### config.mk
export PLATFORM = sky130hd
export DESIGN_NAME = hash_req_scheduler
export DESIGN_NICKNAME = d
export VERILOG_FILES = /design/src/rtl/hash_req_scheduler.sv
export SDC_FILE = /design/constraint.sdc
export NUM_CORES = 1
export LEC_CHECK = 0
export ABC_AREA = 1
export BUFFER_PORTS_ARGS = -buffer_cell sky130_fd_sc_hd__buf_2
export CAP_MARGIN = 20
export CORE_AREA = 8 8 167 169
export DETAILED_ROUTE_END_ITERATION = 8
export DIE_AREA = 0 0 175 177
export GPL_TIMING_DRIVEN = 0
export HOLD_SLACK_MARGIN = 0.05
export PLACE_DENSITY = 0.82
export SLEW_MARGIN = 0
export SYNTH_ARGS = -nofsm -noshare
export SYNTH_HDL_FRONTEND = slang
export SYNTH_SLANG_ARGS = --single-unit
### constraint.sdc
create_clock -name clk -period 5 [get_ports clk]
set_input_delay 1 -clock clk [delete_from_list [all_inputs] [get_ports clk]]
set_output_delay 1 -clock clk [all_outputs]
set_load 0.02 [all_outputs]
### src/rtl/hash_req_scheduler.sv
// Round-robin scheduler sharing one hash core between requesters.
// Streams the granted message, waits for the digest, watchdog on WAIT.
module hash_req_scheduler #(
   parameter int NUM_REQ = 4,
   parameter int LEN_W   = 64,
   parameter int TIMEOUT = 1024
) (
   input  logic                     clk,
   input  logic                     rst_n,
   input  logic [NUM_REQ-1:0]       req,
   input  logic [NUM_REQ*LEN_W-1:0] req_len,
   input  logic [NUM_REQ*8-1:0]     req_byte,
   input  logic [NUM_REQ-1:0]       req_byte_valid,
   output logic [NUM_REQ-1:0]       req_byte_ready,
   output logic [NUM_REQ-1:0]       grant,
   output logic [NUM_REQ-1:0]       done_o,
   output logic [NUM_REQ-1:0]       err_o,
   output logic [31:0]              digest_o,
   output logic                     core_M_valid,
   output logic [7:0]               core_M,
   output logic [LEN_W-1:0]         core_input_lenght,
   input  logic                     core_hash_ready,
   input  logic [31:0]              core_digest
);

   localparam int IW = $clog2(NUM_REQ);
   localparam int CW = $clog2(TIMEOUT + 1);

   typedef enum logic [2:0] {
      S_IDLE, S_FEED, S_WAIT, S_RESP, S_ABORT
   } state_t;

   state_t           state, state_nx;
   logic [IW-1:0]    rr, gidx, pick, g_next;
   logic             pick_ok;
   logic [LEN_W-1:0] remaining, pick_len;
   logic [CW-1:0]    wcnt;
   logic             accept, sel_valid;
   logic [7:0]       sel_byte;

   function automatic logic [NUM_REQ-1:0] oh(input logic [IW-1:0] i);
      oh    = '0;
      oh[i] = 1'b1;
   endfunction

   // First requester at or after the round-robin pointer
   always_comb begin : arb
      logic [IW:0] sum;
      pick    = '0;
      pick_ok = 1'b0;
      sum     = '0;
      for (int k = 0; k < NUM_REQ; k++) begin
         sum = {1'b0, rr} + (IW+1)'(k);
         if (sum >= (IW+1)'(NUM_REQ))
            sum = sum - (IW+1)'(NUM_REQ);
         if (!pick_ok && req[sum[IW-1:0]]) begin
            pick    = sum[IW-1:0];
            pick_ok = 1'b1;
         end
      end
      pick_len = req_len[int'(pick)*LEN_W +: LEN_W];
   end

   // Owner's byte lane, handshake and pointer advance
   always_comb begin
      sel_valid      = req_byte_valid[gidx];
      sel_byte       = req_byte[int'(gidx)*8 +: 8];
      accept         = (state == S_FEED) && (remaining != '0)
                       && sel_valid;
      req_byte_ready = accept ? oh(gidx) : '0;
      g_next         = (gidx == IW'(NUM_REQ - 1)) ? '0 : gidx + 1'b1;
   end

   // State register
   always_ff @(posedge clk) begin
      if (!rst_n) state <= S_IDLE;
      else        state <= state_nx;
   end

   // Next-state logic; ready is ignored on the first WAIT cycle
   always_comb begin
      state_nx = state;
      unique case (state)
         S_IDLE:  if (pick_ok) state_nx = S_FEED;
         S_FEED: begin
            if (remaining == '0)
               state_nx = S_WAIT;
            else if (accept && remaining == LEN_W'(1))
               state_nx = S_WAIT;
         end
         S_WAIT: begin
            if (wcnt != '0 && core_hash_ready)
               state_nx = S_RESP;
            else if (wcnt == CW'(TIMEOUT - 1))
               state_nx = S_ABORT;
         end
         S_RESP:  state_nx = S_IDLE;
         S_ABORT: state_nx = S_IDLE;
         default: state_nx = S_IDLE;
      endcase
   end

   // Registered outputs and job bookkeeping
   always_ff @(posedge clk) begin
      if (!rst_n) begin
         grant             <= '0;
         gidx              <= '0;
         rr                <= '0;
         remaining         <= '0;
         wcnt              <= '0;
         done_o            <= '0;
         err_o             <= '0;
         digest_o          <= '0;
         core_M_valid      <= 1'b0;
         core_M            <= '0;
         core_input_lenght <= '0;
      end else begin
         done_o       <= '0;
         err_o        <= '0;
         core_M_valid <= 1'b0;
         core_M       <= '0;
         unique case (state)
            S_IDLE: begin
               if (pick_ok) begin
                  grant             <= oh(pick);
                  gidx              <= pick;
                  core_input_lenght <= pick_len;
                  remaining         <= pick_len;
               end
            end
            S_FEED: begin
               wcnt <= '0;
               if (remaining == '0) begin
                  core_M_valid <= 1'b1;
               end else if (accept) begin
                  core_M_valid <= 1'b1;
                  core_M       <= sel_byte;
                  remaining    <= remaining - 1'b1;
               end
            end
            S_WAIT: begin
               wcnt <= wcnt + 1'b1;
               if (state_nx == S_RESP) begin
                  digest_o <= core_digest;
                  done_o   <= oh(gidx);
               end
               if (state_nx == S_ABORT)
                  err_o <= oh(gidx);
            end
            S_RESP, S_ABORT: begin
               grant <= '0;
               rr    <= g_next;
            end
            default: ;
         endcase
      end
   end

endmodule

==> impl_metrics.env <==
export IMPL_synth_cell_types=42
export IMPL_cts_sinks=199
export IMPL_grt_ovfl_total=0
export IMPL_final_seq_area_sq_um=3980
export IMPL_clock_skew_ns=0.0150
export IMPL_synth_seq_cells=199
export IMPL_drv_slew=0
export IMPL_syn_area_per_cell_sq_um=6.09
export IMPL_cts_root_buf="clkbuf_16"
export IMPL_tns_ns=0
export IMPL_cts_buffers=17
export IMPL_p_per_area_nw_per_um2=300
export IMPL_status="completed"
export IMPL_rsz0062_at_grt="no"
export IMPL_htreeDepth=4
export IMPL_ant_nets=0
export IMPL_io_buffers=450
export IMPL_max_stage_delay_ns=0.35
export IMPL_pwr_share_comb=0.313
export IMPL_drc=0
export IMPL_crit_required_ns=4.00
export IMPL_p_leak_uw=0.00885
export IMPL_crit_path_start_kind="register"
export IMPL_power_frac_seq=0.384
export IMPL_synth_cells=2119
export IMPL_slew_headroom=0.354
export IMPL_cts_tree="built"
export IMPL_period_minus_slack_ns=3.54
export IMPL_clk_pin_slew_worst_paths_ns=0.08
export IMPL_wl_per_cell_microns=18.3
export IMPL_yosysSeqAreaShare=0.309
export IMPL_synthArstFlopShare=0
export IMPL_post_route_period_util=0.709
export IMPL_critPathKind="reg -> out"
export IMPL_yosys_most_used_dff="dfxtp_1"
export IMPL_fin_cells=2936
export IMPL_grt_use_total=0.326
export IMPL_ios=452
export IMPL_finalWirelength_microns=53700
export IMPL_grt_pass1_vias=15200
export IMPL_fin_util=0.636
export IMPL_rows=59
export IMPL_path_cells="inv_1, ha_1, nand2_1, nor2_2, inv_1, nor2_2, nand4_2, nand3_2, nor2_1, buf_2"
export IMPL_cts_buffer_depth=2
export IMPL_endpoint_kind="output pin"
export IMPL_final_hold_viol_count=0
export IMPL_dp_hpwl_microns=43100
export IMPL_post_cts_resized=0
export IMPL_crit_slowest_cell="nor2_2"
export IMPL_vdd_drop_max_v=0.000216
export IMPL_crit_fanout=7
export IMPL_p_clk_frac=0.303
export IMPL_switchingPower_uw=1880
export IMPL_vias=16200
export IMPL_final_cell_mix="nand2_1 (544), buf_2 (496), nand3_1 (326), inv_1 (247), nor2_1 (216)"
export IMPL_start_util=0.507
export IMPL_intPower_uw=2980
export IMPL_multi_input_area_sq_um=7350
export IMPL_clk_latency_ns=0.44
export IMPL_antenna_found_initial=1
export IMPL_worstPathArrival_ns=2.54
export IMPL_syn_nets=2458
export IMPL_cts_hold_buffers_added=0
export IMPL_drive_above_1_share=0.223
export IMPL_max_freq_ghz=0.282
export IMPL_setup_viol=0
export IMPL_synth_edf_count=0
export IMPL_maxCapViolCount=0
export IMPL_drtIter0Drc=1522
export IMPL_place_inst=2904
export IMPL_drtPass1Iterations=6
export IMPL_p_sw_frac=0.386
export IMPL_coreArea_sq_um=25500
export IMPL_fin_nets=2927
export IMPL_synth_warnings=0
export IMPL_area_growth_pct=25.5
export IMPL_grt_max_degree=21
export IMPL_die_width_microns=175
export IMPL_n_antenna_cell=0
export IMPL_n_fill_cell=2494
export IMPL_tightest_slew_ns=0.965
export IMPL_syn_area_sq_um=12900
export IMPL_whs_ns=0.474
export IMPL_vias_per_cell=5.50
export IMPL_total_power_uw=4860
export IMPL_dieArea_sq_um=31000
export IMPL_gp_congestion=0.993
export IMPL_post_cts_buffers=0
export IMPL_hp_class="reg -> reg"
export IMPL_grt_pass1_wl_microns=80700
export IMPL_final_common_cell="nand2_1"
export IMPL_fp_dieH_microns=177
## state kept, by name, indices dropped and copies added, names as in the netlist
signal,count
core_M,8
gidx,2
done_o,4
digest_o,32
core_input_lenght,64
rr,2
err_o,4
core_M_valid,1
state,3
remaining,64
wcnt,11
grant,4
## per-stage QoR
stage	cell area, sq um	worst slack [ns]
global placement	15600	1.65
finish	16200	1.46
detailed placement	15600	1.62
CTS	16200	1.56
global route	16200	1.38
floorplan	12900	2.22
## synth_stat cells, types with 7 or more instances
| cell | n | share of area |
|---|---|---|
| nor2_1 | 216 | 0.063 |
| a21oi_1 | 91 | 0.035 |
| nand2_1 | 544 | 0.16 |
| nor3_1 | 23 | 0.0089 |
| nand4_1 | 23 | 0.011 |
| a221oi_1 | 10 | 0.0068 |
| dfxtp_1 | 199 | 0.31 |
| buf_6 | 8 | 0.0070 |
| xnor2_1 | 17 | 0.012 |
| inv_2 | 9 | 0.0026 |
| nor2_2 | 7 | 0.0034 |
| buf_1 | 8 | 0.0023 |
| o21ai_0 | 121 | 0.047 |
| o211ai_1 | 40 | 0.023 |
| clkbuf_1 | 56 | 0.016 |
| nand3b_1 | 23 | 0.013 |
| or2_2 | 11 | 0.0053 |
| ha_1 | 8 | 0.0078 |
| xor2_1 | 18 | 0.012 |
| nand3_1 | 326 | 0.13 |
| inv_1 | 247 | 0.072 |
| buf_2 | 46 | 0.018 |
| a21o_1 | 26 | 0.015 |
## worst max-delay path, delay by kind of cell (launching register included)
| family | cells | cell delay (ns) |
|---|---|---|
| simple gates | 6 | 1.13 |
| buf+inv | 3 | 0.42 |
| flops | 1 | 0.33 |
| fa+ha+maj | 1 | 0.21 |
## power groups by stage
| stage | combinational (uW) | clock, uW | sequential (uW) |
|---|---|---|---|
| after detailed placement | 1490 | 0 | 1900 |
| after CTS | 1490 | 1480 | 1860 |
| after global routing | 1660 | 1540 | 1880 |
| after floorplan | 895 | 0 | 1930 |
| after global placement | 1470 | 0 | 1890 |
| final | 1520 | 1470 | 1870 |
## layout make-up
cell class,count,area share
buffer,123,0.0369
clock buffer,18,0.0271
clock inverter,14,0.0109
inverter,258,0.0598
multi-input combinational,1539,0.454
sequential,199,0.246
tap,335,0.0259
timing repair buffer,450,0.139
## cell families after synthesis
group                      Yosys count  share of synthesized area
AOI/OAI and AO/OA                  306                      0.138
xor gates and xnor gates            35                     0.0238
adders and majority gates            8                    0.00776
buffers and inverters              381                      0.121
DFF                                199                      0.309
and+or+nand+nor                   1190                      0.401
## final timing paths
check,from,to,slack [ns],cells after the start
min reg2reg,grant[1],grant[1],0.47,2
min,grant[1],grant[1],0.47,2
max reg2reg,state[1],digest_o[7],1.96,8
max,remaining[0],req_byte_ready[0],1.46,10
## metal layers
layer / wire, microns / global-route usage
met1: 21600 / 0.394
met2: 25500 / 0.556
met3: 5030 / 0.0868
met4: 1600 / 0.104
met5: 0 / 0
No activity file was read; power rests on OpenSTA's default activity.
